File: config.mk
export PLATFORM = sky130hd
export DESIGN_NAME = branch_predictor
export DESIGN_NICKNAME = d
export VERILOG_FILES = /design/src/rtl/branch_predictor.sv
export SDC_FILE = /design/constraint.sdc
export NUM_CORES = 1
export LEC_CHECK = 0
export CAP_MARGIN = 10
export CORE_ASPECT_RATIO = 0.75
export CORE_UTILIZATION = 39
export CTS_CLUSTER_DIAMETER = 60
export DETAILED_ROUTE_END_ITERATION = 8
export PLACE_DENSITY = 0.59
export RECOVER_POWER = 100
export SLEW_MARGIN = 20
export SYNTH_ARGS = -nofsm -noshare
export SYNTH_HDL_FRONTEND = slang
export SYNTH_SLANG_ARGS = --single-unit
File: constraint.sdc
create_clock -name clk -period 7.2 [get_ports clk]
set_input_delay 1.8 -clock clk [delete_from_list [all_inputs] [get_ports clk]]
set_output_delay 1.8 -clock clk [all_outputs]
set_load 0.05 [all_outputs]
File: src/rtl/branch_predictor.sv
// rtl/branch_predictor.sv - direct-mapped BHT (2-bit counters) plus BTB for the Fetch stage
//
// Ports:
//   clk               system clock
//   rst               synchronous active-high reset; clears all entries
//   enable            fetch not stalled; gates predicted_taken only
//   PC_curr           fetch PC used for the combinational lookup (bit 0 ignored)
//   IF_ID_PC_curr     PC of the branch resolved in Decode; selects the entry to update
//   wen_BHT           update the BHT entry for IF_ID_PC_curr
//   actual_taken      resolved branch direction
//   wen_BTB           write the BTB entry for IF_ID_PC_curr
//   actual_target     resolved target stored in the BTB
//   predicted_taken   predicted direction for PC_curr
//   predicted_target  predicted next-fetch address
//   hit               BHT holds a valid entry with a matching tag for PC_curr

module branch_predictor #(
  parameter int INDEX_BITS = 3,
  parameter int TAG_BITS   = 16 - INDEX_BITS - 1
) (
  input  logic        clk,
  input  logic        rst,
  input  logic        enable,
  input  logic [15:0] PC_curr,
  input  logic [15:0] IF_ID_PC_curr,
  input  logic        wen_BHT,
  input  logic        actual_taken,
  input  logic        wen_BTB,
  input  logic [15:0] actual_target,
  output logic        predicted_taken,
  output logic [15:0] predicted_target,
  output logic        hit
);

  localparam int ENTRIES = 1 << INDEX_BITS;

  // Counter encodings
  localparam logic [1:0] CTR_WNT = 2'b01;
  localparam logic [1:0] CTR_WT  = 2'b10;

  // BHT storage
  logic                bht_valid [ENTRIES];
  logic [TAG_BITS-1:0] bht_tag   [ENTRIES];
  logic [1:0]          bht_ctr   [ENTRIES];

  // BTB storage; valid and tag are kept apart from the BHT so the two
  // tables can be written independently
  logic                btb_valid  [ENTRIES];
  logic [TAG_BITS-1:0] btb_tag    [ENTRIES];
  logic [15:0]         btb_target [ENTRIES];

  // Read-side decode of the fetch PC
  logic [INDEX_BITS-1:0] rd_idx;
  logic [TAG_BITS-1:0]   rd_tag;

  // Write-side decode of the Decode-stage PC
  logic [INDEX_BITS-1:0] wr_idx;
  logic [TAG_BITS-1:0]   wr_tag;

  // Lookup results
  logic        bht_match;
  logic        btb_match;
  logic        ctr_says_taken;
  logic [15:0] fall_through;

  // Write-side lookup and counter update
  logic        wr_bht_match;
  logic [1:0]  wr_ctr_next;

  // Byte-offset bits do not participate in indexing
  logic unused_pc_bits;
  assign unused_pc_bits = ^{PC_curr[0], IF_ID_PC_curr[0]};

  assign rd_idx = PC_curr[INDEX_BITS:1];
  assign rd_tag = PC_curr[15:INDEX_BITS+1];
  assign wr_idx = IF_ID_PC_curr[INDEX_BITS:1];
  assign wr_tag = IF_ID_PC_curr[15:INDEX_BITS+1];

  // Saturating 2-bit counter step
  function automatic logic [1:0] ctr_step(input logic [1:0] ctr, input logic taken);
    logic [1:0] res;
    res = ctr;
    if (taken) begin
      if (ctr != 2'b11) res = ctr + 2'd1;
    end else begin
      if (ctr != 2'b00) res = ctr - 2'd1;
    end
    return res;
  endfunction

  // --------------------------------------------------------------------
  // Fetch-side read: purely combinational, sees pre-write contents when
  // the same index is being written this cycle (no bypass)
  // --------------------------------------------------------------------
  always_comb begin
    bht_match      = bht_valid[rd_idx] && (bht_tag[rd_idx] == rd_tag);
    btb_match      = btb_valid[rd_idx] && (btb_tag[rd_idx] == rd_tag);
    ctr_says_taken = bht_ctr[rd_idx][1];
    // 16-bit add wraps naturally (0xFFFE -> 0x0000)
    fall_through   = PC_curr + 16'd2;
  end

  assign hit             = bht_match;
  // A taken prediction needs a target, so the BTB must also hit
  assign predicted_taken = enable && bht_match && ctr_says_taken && btb_match;
  assign predicted_target = predicted_taken ? btb_target[rd_idx] : fall_through;

  // --------------------------------------------------------------------
  // Decode-side update
  // --------------------------------------------------------------------
  always_comb begin
    wr_bht_match = bht_valid[wr_idx] && (bht_tag[wr_idx] == wr_tag);
    if (wr_bht_match) begin
      wr_ctr_next = ctr_step(bht_ctr[wr_idx], actual_taken);
    end else begin
      // Fresh allocation starts at the weak state matching the outcome
      wr_ctr_next = actual_taken ? CTR_WT : CTR_WNT;
    end
  end

  // BHT state; reset takes priority over any write in the same cycle
  always_ff @(posedge clk) begin
    if (rst) begin
      for (int i = 0; i < ENTRIES; i++) begin
        bht_valid[i] <= 1'b0;
        bht_tag[i]   <= '0;
        bht_ctr[i]   <= CTR_WNT;
      end
    end else if (wen_BHT) begin
      bht_valid[wr_idx] <= 1'b1;
      bht_tag[wr_idx]   <= wr_tag;
      bht_ctr[wr_idx]   <= wr_ctr_next;
    end
  end

  // BTB state; independent of the BHT write
  always_ff @(posedge clk) begin
    if (rst) begin
      for (int i = 0; i < ENTRIES; i++) begin
        btb_valid[i]  <= 1'b0;
        btb_tag[i]    <= '0;
        btb_target[i] <= '0;
      end
    end else if (wen_BTB) begin
      btb_valid[wr_idx]  <= 1'b1;
      btb_tag[wr_idx]    <= wr_tag;
      btb_target[wr_idx] <= actual_target;
    end
  end

endmodule
==> out/qor.csv <==
metric,value,unit
io_pins,72,
tightest_slew,3.17,ns
gr-total-overflow,0,
slew_violations,432,
yosys_register_bits,352,
areaGrowthSynthToFinish,14.3,%
hpwl,30800,µm
slew_headroom,-113,%
crit_arrival,5.18,ns
ys_types,56,
path_clk_slew,0.06,ns
vias,10900,
ys_async_sr_fraction,0,%
antenna_cells,0,
wl_met1,23300,µm
p_leak,7.08,nW
ys.flop_type,edfxtp_1,
synthesis.nets,1329,
cts_inserted_buffers,39,
syn_area,17800,µm²
cts_root_buf,clkbuf_16,
clkLatencyLatePin,0.55,ns
dr.pass1.iters,5,
min_period_over_period,97.0,%
crit_path_start_kind,primary input,
final_hold_viol_count,0,
final_nets,1397,
cts_tree,yes,
route.met2.wl,22500,µm
grt_pass1_wl,74000,µm
required,5.40,ns
portBuffers,70,
finClkSkew,0.0285,ns
final_common_cell,edfxtp_1,
initial_core_util,39.6,%
top_layer_used,met4,
timing.hold.ws,0.485,ns
fill_cells,3920,
met3WireLength,3540,µm
ys_seq_area_share,58.5,%
dieHeight,187,µm
grt_max_degree,31,
cts.sinks,352,
syn_inst,1274,
antenna_found_initial,0,
power_density,238,nW/µm²
cts_hold_buffers,0,
maxCapViolations,18,
dieArea,46500,µm²
vias_per_cell,5.56,
drc,0,
grtUsageTotal,21.8,%
hold_class,flop to flop,
status,"finished, violations left",
fp-row-count,67,
violations,"capacitance limit, slew limit",
fp.dieW,249,µm
core-area,44800,µm²
layout-drive-gt1-share,15.7,%
ir_worst_vdd,0.144,mV
wl_per_cell,25.7,µm
synth_edf_count,336,
ant_nets,0,
grt_pass1_vias,11200,
critPathKind,primary input to primary output,
crit_fanout,22,
final_cell_mix,"edfxtp_1, and2_1, and2_0",
cts_max_level,2,
synth.yosys.warnings,0,
rsz0062_at_grt,false,
wirelength,50200,µm
multi_input_comb_area,6900,µm²
gp_congestion,0.806,
regArea,10400,µm²
drt_iter0_drc,914,
finalSetupTns,0,ns
fmax,0.143,GHz
period_needed,6.98,ns
cp-end-kind,primary output,
clk_path_buf_depth,3,
setup_viol,0,
synth_area_per_cell,14.0,µm²
## state kept, by name (all words and copies together), names as in the netlist
register and cells:
btb_tag 96, btb_target 128, bht_valid 8, bht_ctr 16, bht_tag 96, btb_valid 8
## final timing paths
check | to | slack, ns | start | depth (start not counted)
worst max-delay path | predicted_target[4] | 0.22 | PC_curr[2] | 12
worst min-delay path | btb_valid[4] | 0.49 | btb_valid[4] | 1
worst min register to register | btb_valid[4] | 0.49 | btb_valid[4] | 1
worst max register to register | bht_ctr[5][0] | 3.69 | bht_tag[7][9] | 9
## Yosys cell counts (all sizes together), types with 18 or more instances
cell | n | share of area, %
edfxtp | 336 | 57
and2 | 335 | 12
mux4 | 90 | 11
clkbuf | 63 | 1.3
mux2i | 60 | 3.4
nand2 | 57 | 1.2
buf | 37 | 1.4
xor2 | 37 | 1.8
nor2 | 27 | 0.57
nand3 | 20 | 0.56
o21ai | 18 | 0.51
## layout make-up
| class | count | share of cell area [%] |
|---|---|---|
| clock buffer | 54 | 5.23 |
| sequential | 352 | 51.2 |
| timing repair buffer | 127 | 5.26 |
| multi-input combinational | 817 | 34.0 |
| inverter | 5 | 0.0924 |
| clock inverter | 15 | 0.603 |
| tap | 586 | 3.61 |
## stage by stage
step           area (µm²)  util (%)  total power, mW  worst slack (ns)  instances
2_1_floorplan       17800         -             2.77            0.0517       1274
3_3_place_gp        19300      43.1             2.98             0.221       1886
3_5_place_dp        19300      43.1             2.99             0.220       1886
4_1_cts             20500      45.8             4.88             0.189       1955
5_1_grt             20300      45.3             4.99            0.0303       1956
6_report            20300      45.3             4.84             0.215       1956
## timing repair
item,CTS,global route
gates resized for setup,0,1
buffers inserted,0,0
setup endpoints to repair,0,1
endpoints found under the hold margin,0,0
## layer usage
metal / global-route usage (%) / vias to the layer above
met5: 0 / -
met1: 31.9 / 5568
li1: - / 4854
met2: 33.6 / 390
met4: 5.14 / 0
met3: 3.83 / 67
## report_power, final
part	internal [mW]	switching, mW	leakage [nW]
clock	1.07	0.825	0.572
sequential	2.37	0.0427	3.36
combinational	0.214	0.313	3.15
## critical path: stages
cell and delay, ns:
buf_4 0.36, buf_4 0.34, mux4_2 0.34, mux2i_1 0.20
xor2_1 0.27, nand4_1 0.12, or3_4 0.42, nor4_4 0.41
buf_4 0.29, nor3_1 0.08, a211oi_2 0.31, buf_12 0.19
## cells by family (layout without fill, tap and decap cells)
logic type               after synthesis  count (layout)  synth area share [%]
flip-flops                           352             352                  58.5
AO/OA/AOI/OAI                        115             115                  4.46
multiplexers                         163             163                  15.6
adder cells (fa/ha/maj)                1               1                0.0704
buffers and inverters                105             201                  2.79
XOR/XNOR                              46              46                  2.27
AND/OR/NAND/NOR                      492             492                  16.2
No activity file was read; power rests on OpenSTA's default activity.
